### src/rtl/operand_stream_loader_if.sv
// Stream bundle for operand_stream_loader: operand beats in, captured sum out.
// master = producer/consumer side, slave = loader side.
interface operand_stream_loader_if #(
  parameter int unsigned OP_W  = 4,
  parameter int unsigned SUM_W = 11
);
  logic             in_valid;
  logic [OP_W-1:0]  in_data;
  logic             in_last;
  logic             in_ready;
  logic [SUM_W-1:0] result;
  logic             result_valid;
  logic             result_ready;

  modport master (
    output in_valid,
    output in_data,
    output in_last,
    output result_ready,
    input  in_ready,
    input  result,
    input  result_valid
  );

  modport slave (
    input  in_valid,
    input  in_data,
    input  in_last,
    input  result_ready,
    output in_ready,
    output result,
    output result_valid
  );
endinterface

### src/rtl/operand_stream_loader.sv
// Serial front end for the parallel adder: assembles operand beats into a flat bus, captures the sum.
// Optional LOADER_CHECK_EN builds a running accumulator that flags sum mismatches in check_err_o.
module operand_stream_loader #(
  parameter int unsigned N_OPS = 128,
  parameter int unsigned OP_W  = 4,
  parameter int unsigned SUM_W = 11
) (
  input  logic                     clk,
  input  logic                     rst,
  operand_stream_loader_if.slave   stream_io,
  output logic [N_OPS*OP_W-1:0]    ops_flat_o,
  output logic                     ops_valid_o,
  input  logic [SUM_W-1:0]         sum_in_i,
  output logic                     check_err_o
);

  localparam int unsigned CntW = (N_OPS > 1) ? $clog2(N_OPS) : 1;
  localparam logic [CntW-1:0] LastSlot = CntW'(N_OPS - 1);

  typedef enum logic [1:0] {
    StFill,
    StSettle,
    StResult
  } state_e;

  state_e                           state_q, state_d;
  logic [CntW-1:0]                  cnt_q, cnt_d;
  logic [N_OPS-1:0][OP_W-1:0]       ops_q, ops_d;
  logic [SUM_W-1:0]                 result_q, result_d;
  logic                             accept;
  logic                             first_beat;

  // in_ready is a pure function of state, so no in_valid -> in_ready path exists.
  assign accept     = stream_io.in_valid && (state_q == StFill);
  assign first_beat = (cnt_q == '0);

  always_comb begin
    state_d  = state_q;
    cnt_d    = cnt_q;
    ops_d    = ops_q;
    result_d = result_q;
    unique case (state_q)
      StFill: begin
        if (accept) begin
          // The first beat wipes the previous frame so short frames zero-pad.
          if (first_beat) begin
            ops_d = '0;
          end
          ops_d[cnt_q] = stream_io.in_data;
          if (stream_io.in_last || (cnt_q == LastSlot)) begin
            state_d = StSettle;
            cnt_d   = '0;
          end else begin
            cnt_d = cnt_q + CntW'(1);
          end
        end
      end
      StSettle: begin
        result_d = sum_in_i;
        state_d  = StResult;
      end
      StResult: begin
        if (stream_io.result_ready) begin
          state_d = StFill;
        end
      end
      default: begin
        state_d = StFill;
        cnt_d   = '0;
      end
    endcase
  end

  always_ff @(posedge clk) begin
    if (rst) begin
      state_q  <= StFill;
      cnt_q    <= '0;
      ops_q    <= '0;
      result_q <= '0;
    end else begin
      state_q  <= state_d;
      cnt_q    <= cnt_d;
      ops_q    <= ops_d;
      result_q <= result_d;
    end
  end

  assign stream_io.in_ready     = (state_q == StFill);
  assign stream_io.result_valid = (state_q == StResult);
  assign stream_io.result       = result_q;
  assign ops_valid_o            = (state_q != StFill);
  assign ops_flat_o             = ops_q;

`ifdef LOADER_CHECK_EN
  logic [SUM_W-1:0] acc_q, acc_d;
  logic             err_q, err_d;

  always_comb begin
    acc_d = acc_q;
    err_d = err_q;
    if (accept) begin
      acc_d = (first_beat ? '0 : acc_q) + SUM_W'(stream_io.in_data);
    end
    // Comparing against sum_in_i in SETTLE matches result_q on entry to RESULT.
    if ((state_q == StSettle) && (acc_q != sum_in_i)) begin
      err_d = 1'b1;
    end
  end

  always_ff @(posedge clk) begin
    if (rst) begin
      acc_q <= '0;
      err_q <= 1'b0;
    end else begin
      acc_q <= acc_d;
      err_q <= err_d;
    end
  end

  assign check_err_o = err_q;
`else
  assign check_err_o = 1'b0;
`endif

endmodule

### src/flat_wrapper.sv
// flat-port wrapper written by rule: the top's interface ports become plain ports
module operand_stream_loader_flat 
#(
  parameter int unsigned N_OPS = 128,
  parameter int unsigned OP_W  = 4,
  parameter int unsigned SUM_W = 11
)
  (clk, rst, ops_flat_o, ops_valid_o, sum_in_i, check_err_o, stream_io_in_valid, stream_io_in_data, stream_io_in_last, stream_io_result_ready, stream_io_in_ready, stream_io_result, stream_io_result_valid);
  operand_stream_loader_if #(.OP_W(OP_W), .SUM_W(SUM_W)) stream_io_i ();
  input  logic clk;
  input  logic rst;
  output logic [N_OPS*OP_W-1:0] ops_flat_o;
  output logic ops_valid_o;
  input  logic [SUM_W-1:0] sum_in_i;
  output logic check_err_o;
  input wire logic [$bits(stream_io_i.in_valid)-1:0] stream_io_in_valid;
  input wire logic [$bits(stream_io_i.in_data)-1:0] stream_io_in_data;
  input wire logic [$bits(stream_io_i.in_last)-1:0] stream_io_in_last;
  input wire logic [$bits(stream_io_i.result_ready)-1:0] stream_io_result_ready;
  output wire logic [$bits(stream_io_i.in_ready)-1:0] stream_io_in_ready;
  output wire logic [$bits(stream_io_i.result)-1:0] stream_io_result;
  output wire logic [$bits(stream_io_i.result_valid)-1:0] stream_io_result_valid;
  assign stream_io_i.in_valid = stream_io_in_valid;
  assign stream_io_i.in_data = stream_io_in_data;
  assign stream_io_i.in_last = stream_io_in_last;
  assign stream_io_i.result_ready = stream_io_result_ready;
  assign stream_io_in_ready = stream_io_i.in_ready;
  assign stream_io_result = stream_io_i.result;
  assign stream_io_result_valid = stream_io_i.result_valid;
  operand_stream_loader #(.N_OPS(N_OPS), .OP_W(OP_W), .SUM_W(SUM_W)) u_core (.clk(clk), .rst(rst), .stream_io(stream_io_i), .ops_flat_o(ops_flat_o), .ops_valid_o(ops_valid_o), .sum_in_i(sum_in_i), .check_err_o(check_err_o));
endmodule
### config.mk
export PLATFORM = sky130hd
export DESIGN_NAME = operand_stream_loader_flat
export DESIGN_NICKNAME = d
export VERILOG_FILES = /design/src/rtl/operand_stream_loader_if.sv /design/src/rtl/operand_stream_loader.sv /design/src/flat_wrapper.sv
export SDC_FILE = /design/constraint.sdc
export NUM_CORES = 1
export LEC_CHECK = 0
export CORE_ASPECT_RATIO = 1.75
export CORE_MARGIN = 10
export CORE_UTILIZATION = 43
export CTS_BUF_LIST = sky130_fd_sc_hd__clkbuf_2 sky130_fd_sc_hd__clkbuf_4 sky130_fd_sc_hd__clkbuf_8
export DETAILED_ROUTE_END_ITERATION = 10
export PLACE_DENSITY = 0.83
export SYNTH_ARGS = -nofsm -noshare
export SYNTH_HDL_FRONTEND = slang
export SYNTH_SLANG_ARGS = --single-unit
### constraint.sdc
create_clock -name clk -period 2.2 [get_ports clk]
set_clock_uncertainty 0.2 [all_clocks]
set_input_delay 0.22 -clock clk [delete_from_list [all_inputs] [get_ports clk]]
set_output_delay 0.22 -clock clk [all_outputs]
set_load 0.03 [all_outputs]
---- Word level (Yosys, flattened, before mapping) ----
Cells that the tools add are included.
word-level totals
  register bits after elaboration ......... 532
  input bits .............................. 20
  output and inout port bits .............. 527
  logic and storage cells ................. 164
operators by class
  add/subtract/negate cells ............... 1
  order comparisons ....................... 2
  eq/ne operators ......................... 6
  multiplexer cells ....................... 13
  bitwise operators ....................... 1
  reductions and logical operators ........ 10
operators with widths
  operator               count
  $mux W512              3
  $bwmux W512            1
  $demux W4 S7           1
  $mux W7                2
  $pmux W7 S2            1
  $lt A7 B8 Y1 const B   1
  $add A7 B1 Y7 const B  1
  $eq A7 B7 Y1 const B   1
  $ge A7 B1 Y1 const B   1
  $logic_not A7 Y1       1
  $mux W2                3
  $pmux W2 S3            1
  $mux W4                1
  $ne A2 B1 Y1 const B   2
  $reduce_and A2 Y1      2
  $reduce_and A3 Y1      1
  $eq A2 B1 Y1 const B   1
  $eq A2 B2 Y1 const B   1
  $logic_and A1 B1 Y1    2
  $logic_not A2 Y1       1
  $ne A2 B2 Y1 const B   1
  $reduce_bool A2 Y1     1
  $reduce_or A2 Y1       1
  $logic_or A1 B1 Y1     1
  $not A1 Y1             1

---- Longest topological paths before layout ----
Gate-level depths: netlist of run 1.
  depth after elaboration ................. 5
  depth in mapped cells ................... 8
  depth with buffers taken out ............ 6

---- Least setup slack after synthesis of run 1 ----
OpenSTA, ideal clock, no wires.
  path type ............................... reg2reg
  start ................................... reg u_core.state_q[1]
  end ..................................... reg u_core.ops_q (netlist bit u_core.ops_flat_o[127])
  setup time .............................. 0.117 ns
  arrival time ............................ 2.140 ns
  data required time ...................... 1.883 ns
  setup slack ............................. -0.257 ns
  stages on the path, launching flop included .. 8
  path buffers ............................ 1
  clock period less this slack ............ 2.457 ns
  cell sequence ........................... dfxtp_1 inv_1 ha_1 nand2_1 clkbuf_1 nor3_1 nor2_1 a22o_1
on the way
  longest elaborated chain between the ends .. 3
ends and longest elaborated chain
  element                                 RTL line                     text
  start: declaration                      operand_stream_loader.sv:26  state_e state_q, state_d;
  start signal: assignment                operand_stream_loader.sv:76  state_q <= StFill;
  start signal: assignment                operand_stream_loader.sv:81  state_q <= state_d;
  $logic_not A2 Y1 (*)                    n/a
  named net stream_io_in_ready            flat_wrapper.sv:20           output wire logic [$bits(stream_io_i.in_ready)-1:0] stream_io_in_ready;
  $logic_and A1 B1 Y1                     operand_stream_loader.sv:34  assign accept = stream_io.in_valid && (state_q == StFill);
  $reduce_and A2 Y1 (no source line) (*)  n/a
  end signal: assignment                  operand_stream_loader.sv:83  ops_q <= ops_d;
  end: declaration                        operand_stream_loader.sv:28  logic [N_OPS-1:0][OP_W-1:0] ops_q, ops_d;
Mark *: on every way through the listed nets, which the timed path passes. The rest lies on a longest branch.
A chain may end at the register's enable or synchronous reset.

---- Worst setup path in the final report of run 1 ----
  start ................................... reg u_core.ops_q (netlist bit u_core.ops_flat_o[484])
  end ..................................... out ops_flat_o[484]
RTL lines
  element           RTL line            text
  end: declaration  flat_wrapper.sv:12  output logic [N_OPS*OP_W-1:0] ops_flat_o;
No word-level cell between the ends.

==> flow_summary.ini, run 1 <==
[status]
status = finished, final reports clean

[setup_path]
cp-end-kind = primary output
ff2ff_setup_slack_ns = 0.03
cp.required_ns = 1.78
crit_path_top_delay_cell = clkdlybuf4s50_1
critPathBufInv = 1
critical_path_peak_fanout = 2
timing.rr.start = u_core.cnt_q[6]
critPathTopFamily = buffers and inverters
r2r_end = u_core.ops_flat_o[175]
critical_path.startpoint = u_core.ops_flat_o[484]
ff2ff_path_depth = 6
crit_chain = clkdlybuf4s50_1
slowest_delay_ns = 0.73
crit_arrival_ns = 1.75
critPathKind = register to primary output
startpoint_type = register

[timing]
timing.final.crit_share_pct = 98.6
setup_viol = 0
relSlewSlack_pct = 64.7
final-hold-violation-count = 0
worst_pin_slew_ns = 0.529
holdWs_ns = 0.0407
layout_setup_ws_ns = 0.0305
fmax_mhz = 461
period_needed_ns = 2.17
rsz0062_at_grt = yes
final-max-slew-violation-count = 0

[worst_hold_path]
hold_path_class = input pin to register
whs_path_depth = 3
min_from = sum_in_i[6]
holdPathEnd = u_core.stream_io.result[6]

[power_and_ir_drop]
p_per_area_mw_per_mm2 = 741
p_sw_share_pct = 26.1
comb_power_share_pct = 9.2
intPower_w = 0.0147
power_w = 0.0200
p_leak_nw = 10.7
seq_power_share_pct = 48.5
p_clk_share_pct = 42.3
p_switching_w = 0.00522
peakVddDrop_mv = 0.682

[grt]
grt_pass1_vias = 17000
antenna_found_initial = 3
grt_usage_pct = 27.5
gr-total-overflow = 0
grt_max_degree = 73
grt_pass1_wl_mm = 108

[drt]
drt_first_pass_iters = 5
drt_iter0_drc = 1390
wirelength_mm = 73.9
ant_nets = 0
drc_errors = 0
vias_per_cell = 5.90
vias = 16700
avgRoutedWirePerCell_um = 26.2

[layout]
area_growth_pct = 53.4
final_util_pct = 67.1
drive_gt1_share_pct = 17.2
num-nets-final = 2251
instances_no_fill = 2826

[placement]
dp_cells = 2675
gp_congestion = 0.892
dp_slack_ns = -0.203
dpl.hpwl_mm = 50.5
port_buffers = 545

[floorplanning]
initial_core_util_pct = 43.7
io_pins = 547
die_h_um = 287
core-area_mm2 = 0.0402
die_x_um = 173
die-area_mm2 = 0.0496
row_count = 97

[synthesis]
syn-num-nets = 1544
synth_seq_area_share_pct = 60.6
ys_seq_elements = 532
syn_avg_cell_area_um2 = 11.6
mappedNetlistArea_mm2 = 0.0176
synth_cell_types = 38
synth_warnings = 0
synthCells = 1518

[cts]
numClockSinks = 532
cts_tree = built
numCtsBuffers = 75
insertion_delay_ns = 0.63
cts_htree_levels = 3
path_clk_slew_ns = 0.07
cts_buffer_depth = 3
cts_root_buf = clkbuf_8

[flow_run]
max_cap_violations = 0
==> power groups by stage <==
stage	clock network (W)	registers, W	logic (W)
6_report	0.00845	0.00969	0.00183
5_1_grt	0.00888	0.00968	0.00192
4_1_cts	0.00850	0.00969	0.00172
3_5_place_dp	0	0.00990	0.00160
3_3_place_gp	0	0.00990	0.00155
2_1_floorplan	0	0.00995	0.000942
==> kinds of logic (layout without fill, tap and decap cells) <==
logic type | Yosys count | count (layout) | share of synthesized area, %
xor gates and xnor gates | 5 | 5 | 0.249
AOI/OAI and AO/OA | 523 | 523 | 26.0
other | 1 | 2 | 0.0214
adders and majority gates | 6 | 6 | 0.427
muxes | 11 | 11 | 0.627
and+or+nand+nor | 316 | 316 | 8.70
DFF | 532 | 532 | 60.6
buffers and inverters | 124 | 887 | 3.36
==> stage by stage <==
step	setup TNS [ns]	area, µm²
finish	0	26900
global route	-0.110	26900
CTS	0	26700
detailed placement	-32.29	24900
global placement	-9.93	24900
floorplan	-24.73	17600
==> placed cells by master, fill, tap and decap left out, types with 6 or more instances in the layout <==
master	n
nor3_1	84
clkbuf_8	90
nor3_2	45
dlygate4sd2_1	35
clkdlybuf4s50_1	496
nor2_1	143
dlymetal6s2s_1	12
dlygate4sd3_1	9
buf_4	170
mux2i_1	11
clkbuf_4	25
buf_12	17
dfxtp_1	532
a22o_1	512
nand4bb_1	6
==> area by class of cell <==
type | count | area, µm²
well taps | 544 | 681
diodes | 1 | 2.50
multi-input cells | 862 | 6600
inverters | 5 | 18.8
clock inverters | 18 | 213
repair buffers | 749 | 7350
clock buffers | 115 | 1430
flip-flops and latches | 532 | 10700
fillers | 2827 | 13200
==> per-layer routing <==
metal / track usage [%] / vias up / routed length, µm
li1: - / 7212 / -
met3: 7.31 / 261 / 6020
met5: 0 / - / 28
met1: 28.3 / 8177 / 25600
met2: 48.0 / 1011 / 37400
met4: 18.7 / 4 / 4790
==> synth_stat cells (all sizes together) <==
master / n / share of area (%)
xnor2: 5 / 0.25
nor4: 1 / 0.036
inv: 5 / 0.11
nor4b: 1 / 0.050
nand4b: 5 / 0.25
nor2b: 5 / 0.18
conb: 1 / 0.021
or4b: 4 / 0.23
nor3b: 1 / 0.043
a211oi: 1 / 0.043
o211ai: 1 / 0.043
clkbuf: 84 / 1.8
nand4: 1 / 0.036
nor2: 146 / 3.1
a31oi: 2 / 0.071
o22a: 1 / 0.050
or4: 1 / 0.043
nor3: 129 / 3.8
o21ai: 1 / 0.028
nand2b: 3 / 0.11
nand4bb: 6 / 0.38
o21bai: 2 / 0.11
nand3: 4 / 0.11
nand3b: 2 / 0.085
dfxtp: 532 / 61
or3b: 1 / 0.050
a22o: 512 / 26
a21o: 1 / 0.043
a21oi: 2 / 0.057
nand2: 6 / 0.13
buf: 35 / 1.5
ha: 6 / 0.43
mux2i: 11 / 0.63
==> how the worst max path moves through the flow <==
| stage | slack [ns] | cells after the start | to |
|---|---|---|---|
| 2_1_floorplan | -0.10 | 8 | u_core.ops_flat_o[107] |
| 3_3_place_gp | -0.14 | 6 | u_core.ops_flat_o[231] |
| 3_5_place_dp | -0.20 | 6 | u_core.ops_flat_o[99] |
| 4_1_cts | 0.001 | 1 | ops_flat_o[152] |
| 5_1_grt | -0.02 | 6 | u_core.ops_flat_o[175] |
| 6_report | 0.03 | 1 | ops_flat_o[484] |
==> sequential cells by signal, summed over array words and instances, names as in the netlist <==
register                 flops
u_core.state_q               2
u_core.ops_flat_o          512
u_core.cnt_q                 7
u_core.stream_io.result     11
==> what timing repair did <==
action                                 4_1_cts  5_1_grt
hold buffers                                 9        0
setup endpoints to repair                  136      258
setup buffers                                2        0
gates cloned                                 3        3
endpoints found under the hold margin        9        0
gates resized for setup                     45       44
pin swaps                                    1        0
No activity file was read; power rests on OpenSTA's default activity.
==> run 2, diff against run 1 <==
- CORE_AREA: not set -> 10 10 206 208
- CORE_ASPECT_RATIO: 1.75 -> not set
- CORE_MARGIN: 10 -> not set
- CORE_UTILIZATION: 43 -> not set
- DIE_AREA: not set -> 0 0 216 218
- PLACE_DENSITY: 0.83 -> 0.84
- clock period: 2.2 -> 2.81 ns (I/O delays scaled with it)
==> flow_summary.ini, run 2 (synthesis results as in run 1) <==
[timing]
fmax_mhz = 390
final-hold-violation-count = 0
fin_setup_tns_ns = 0
setup_viol = 0
timing.final.crit_share_pct = 91.2
worst_pin_slew_ns = 0.787
period_needed_ns = 2.56
layout_setup_ws_ns = 0.246
final-max-slew-violation-count = 0
rsz0062_at_grt = no
relSlewSlack_pct = 47.6

[cts]
cts_buffer_depth = 3
path_clk_slew_ns = 0.07
cts_htree_levels = 3
holdBufCountCts = 0
cts_root_buf = clkbuf_8
numClockSinks = 532
cts_tree = built
insertion_delay_ns = 0.62
numCtsBuffers = 84

[setup_path]
crit_arrival_ns = 2.86
critical_path_peak_fanout = 11
startpoint_type = register
critPathBufInv = 0
ff2ff_setup_slack_ns = 0.25
ff2ff_path_depth = 4
cp-end-kind = register
critPathKind = register to register
crit_chain = nand4bb_1 > nor3_1 > nor2_1 > a22o_1
slowest_delay_ns = 0.70
cp.required_ns = 3.11
crit_path_top_delay_cell = nor3_1
timing.rr.start = u_core.cnt_q[5]
critPathTopFamily = simple AND/OR/NAND/NOR gates
r2r_end = u_core.ops_flat_o[111]

[drt]
drc_errors = 0
ant_nets = 0
drt_iter0_drc = 1094
vias_per_cell = 5.88
drt_first_pass_iters = 5
avgRoutedWirePerCell_um = 24.6
wirelength_mm = 67.1
vias = 16000

[floorplanning]
die-area_mm2 = 0.0471
io_pins = 547
row_count = 72
initial_core_util_pct = 45.9
die_h_um = 218
die_x_um = 216
core-area_mm2 = 0.0383

[power_and_ir_drop]
p_per_area_mw_per_mm2 = 609
peakVddDrop_mv = 0.448
p_leak_nw = 9.86
power_w = 0.0158

[grt]
grt_pass1_wl_mm = 101
grt_max_degree = 129
gr-total-overflow = 0
antenna_found_initial = 1
grt_pass1_vias = 15900
grt_usage_pct = 26.9

[layout]
area_growth_pct = 47.8
largest_register_ffs = 512
final_cell_mix = 543 x clkdlybuf4s50_1, 532 x dfxtp_1, 512 x a22o_1, 146 x nor2_1, 122 x nor3_1
drive_gt1_share_pct = 12.5
num-nets-final = 2163
layout_commonest_cell = clkdlybuf4s50_1
fill_cells = 2692

[placement]
dpl.hpwl_mm = 44.3
dp_slack_ns = 0.246
gp_congestion = 0.845
port_buffers = 545

[worst_hold_path]
holdPathEnd = u_core.stream_io.result[9]
whs_path_depth = 3
hold_path_class = input pin to register
min_from = sum_in_i[9]

[status]
status = finished, final reports clean

[flow_run]
max_cap_violations = 0
## run 2: changes by cell type in the layout (fill, tap and decap cells not counted), moves of 10 or more
| cell | delta |
|---|---|
| buf_4 | -76 |
| clkdlybuf4s50_1 | +47 |
| nor3_1 | +38 |
| nor3_2 | -38 |
| dlygate4sd2_1 | -35 |
| clkbuf_8 | +15 |
| dlymetal6s2s_1 | -10 |
## run 2: per-layer routing
layer / GRT usage [%] / up-vias / wire length [µm]
met5: 0 / - / 0
met4: 12.3 / 0 / 2690
met3: 8.56 / 153 / 6490
met2: 44.7 / 881 / 32200
met1: 31.4 / 7904 / 25800
li1: - / 7067 / -
## run 2: cell type report
cell class,count,area (µm²),share of cell area [%]
sequential,532,10700,41.0
timing repair buffer,652,6430,24.8
multi-input combinational,862,6370,24.6
clock buffer,138,1690,6.52
tap,518,648,2.50
clock inverter,15,144,0.554
inverter,5,18.8,0.0723
antenna,1,2.50,0.00964
## run 2: what timing repair did
item	4_1_cts	5_1_grt
resized for setup	0	3
buffers inserted	0	0
setup endpoints to repair	0	3
## run 2: worst reg2reg max path: cells and delay by family (launching register included)
family | cells | cell delay, ns
and+or+nand+nor | 3 | 1.57
DFF | 1 | 0.39
AOI/OAI and AO/OA | 1 | 0.27
## run 2: worst max path at each step
| stage | end | depth (start not counted) | slack (ns) | startpoint |
|---|---|---|---|---|
| floorplan | u_core.ops_flat_o[127] | 7 | 0.35 | u_core.state_q[1] |
| global placement | u_core.ops_flat_o[423] | 7 | 0.31 | stream_io_in_valid |
| detailed placement | u_core.ops_flat_o[443] | 7 | 0.25 | stream_io_in_valid |
| CTS | ops_valid_o | 4 | 0.02 | u_core.state_q[0] |
| global route | u_core.ops_flat_o[439] | 5 | 0.03 | u_core.cnt_q[5] |
| finish | u_core.ops_flat_o[111] | 4 | 0.25 | u_core.cnt_q[5] |
## run 2: report_power, final
group	internal (W)	leakage [nW]	total (W)	switching (W)
clock	0.00400	0.969	0.00702	0.00302
combinational	0.000295	4.61	0.00120	0.000906
sequential	0.00757	4.28	0.00759	0.0000240
total	0.0119	9.86	0.0158	0.00395
## run 2: through the flow
step / hold WS [ns] / util (%) / instance area [µm²] / cells
after floorplan: 0.228 / - / 17600 / 1518
after global placement: 0.255 / 63.0 / 24100 / 2569
after detailed placement: 0.253 / 63.0 / 24100 / 2569
after CTS: 0.0218 / 67.8 / 25900 / 2722
after global routing: 0.0385 / 67.8 / 26000 / 2723
final: 0.0724 / 67.8 / 26000 / 2723
==> run 3, diff against run 2 <==
- RECOVER_POWER: not set -> 100
==> flow_summary.ini, run 3 (synthesis results as in run 1) <==
[status]
status = finished, final reports clean

[drt]
vias_per_cell = 5.83
drc_errors = 0
wirelength_mm = 66.8
ant_nets = 0
drt_iter0_drc = 1136
vias = 15900
drt_first_pass_iters = 5
avgRoutedWirePerCell_um = 24.5

[timing]
period_needed_ns = 2.72
worst_pin_slew_ns = 0.768
relSlewSlack_pct = 48.8
final-hold-violation-count = 0
fmax_mhz = 368
fin_setup_tns_ns = 0
timing.final.crit_share_pct = 96.7
rsz0062_at_grt = no
setup_viol = 0
final-max-slew-violation-count = 0

[setup_path]
critPathKind = register to register
slowest_delay_ns = 0.84
crit_arrival_ns = 3.04
cp.required_ns = 3.13
crit_path_top_delay_cell = or4b_1
critPathTopFamily = simple AND/OR/NAND/NOR gates
crit_chain = clkbuf_2 > or4b_1 > nor3_1 > nor2_1 > a22o_1
critPathBufInv = 1
cp-end-kind = register
startpoint_type = register
critical_path.startpoint = u_core.cnt_q[4]
critical_path_peak_fanout = 10
timing.rr.start = u_core.cnt_q[4]

[placement]
port_buffers = 545
gp_congestion = 0.845
post_dp_cell_area_mm2 = 0.0241
dpl.hpwl_mm = 44.3

[worst_hold_path]
hold_path_class = input pin to register
min_from = sum_in_i[9]

[layout]
final_cell_mix = 532 x dfxtp_1, 524 x dlygate4sd3_1, 512 x a22o_1, 146 x nor2_1, 123 x nor3_1
num-nets-final = 2163
area_growth_pct = 47.0
fill_cells = 2730
largest_register_ffs = 512
final_util_pct = 67.4
layout_commonest_cell = dfxtp_1
design_area_mm2 = 0.0258
drive_gt1_share_pct = 11.4

[power_and_ir_drop]
p_switching_w = 0.00396
seq_power_share_pct = 48.1
peakVddDrop_mv = 0.450
p_sw_share_pct = 25.1
comb_power_share_pct = 7.4
intPower_w = 0.0118
p_per_area_mw_per_mm2 = 612
p_leak_nw = 11.6
p_clk_share_pct = 44.5

[floorplanning]
core-area_mm2 = 0.0383
initial_core_util_pct = 45.9
io_pins = 547
die-area_mm2 = 0.0471
die_h_um = 218
row_count = 72
die_x_um = 216

[cts]
cts_buffer_depth = 3
numClockSinks = 532
cts_htree_levels = 3
cts_root_buf = clkbuf_8
cts_tree = built
numCtsBuffers = 84
path_clk_slew_ns = 0.07
postCtsSetupBuffers = 0
insertion_delay_ns = 0.63

[grt]
grt_pass1_vias = 15900
gr-total-overflow = 0
antenna_found_initial = 1
grt_usage_pct = 26.9
grt_max_degree = 129
grt_pass1_wl_mm = 101

[flow_run]
max_cap_violations = 0
[run 3: changes by cell type in the layout (fill, tap and decap cells not counted), sizes merged]
cell           before  now
dlymetal6s2s        2    0
dlygate4sd3         0  524
clkbuf            138  167
buf               107   80
clkdlybuf4s50     543   19
[run 3: worst register-to-register path: stages (launching register included)]
cell      delay, ns
dfxtp_1        0.38
clkbuf_2       0.22
or4b_1         0.84
nor3_1         0.55
nor2_1         0.18
a22o_1         0.26
[run 3: worst paths after layout]
kind                                 to  slack, ns  depth (start not counted)
min          u_core.stream_io.result[9]       0.07                          3
min reg2reg      u_core.ops_flat_o[473]       0.27                          1
max reg2reg       u_core.ops_flat_o[51]       0.09                          5
max               u_core.ops_flat_o[51]       0.09                          5
[run 3: per-stage QoR]
step	instances	hold WS, ns	total power, W	setup slack [ns]
4_1_cts	2722	0.0218	0.0159	0.0198
6_report	2723	0.0723	0.0158	0.0932
3_5_place_dp	2569	0.253	0.00893	0.246
5_1_grt	2723	0.0385	0.0163	0.0248
2_1_floorplan	1518	0.228	0.00852	0.353
3_3_place_gp	2569	0.255	0.00890	0.312
[run 3: cell type report]
type	instances	area [µm²]	area share [%]
sequential	532	10700	41.3
multi-input combinational	862	6370	24.7
timing repair buffer	652	6280	24.3
clock buffer	138	1690	6.56
tap	518	648	2.51
clock inverter	15	144	0.557
inverter	5	18.8	0.0727
antenna	1	2.50	0.00970
[run 3: repair_timing]
| action | in CTS | in global routing |
|---|---|---|
| endpoints found under the setup margin | 0 | 3 |
| hold buffers | 0 | 0 |
| resized for setup | 0 | 3 |
[run 3: power groups by stage]
| stage | clock network, W | logic, W | registers [W] |
|---|---|---|---|
| 6_report | 0.00703 | 0.00116 | 0.00759 |
| 5_1_grt | 0.00745 | 0.00124 | 0.00759 |
| 4_1_cts | 0.00711 | 0.00119 | 0.00759 |
| 3_5_place_dp | 0 | 0.00118 | 0.00776 |
| 3_3_place_gp | 0 | 0.00114 | 0.00776 |
| 2_1_floorplan | 0 | 0.000729 | 0.00779 |
[run 3: layer usage]
metal  share of wire (%)  global-route usage (%)  wire length (µm)
met1                  38                    31.4             25400
met2                  48                    44.7             32100
met3                 9.9                    8.56              6590
met4                 4.1                    12.3              2740
met5                   0                       0                 0
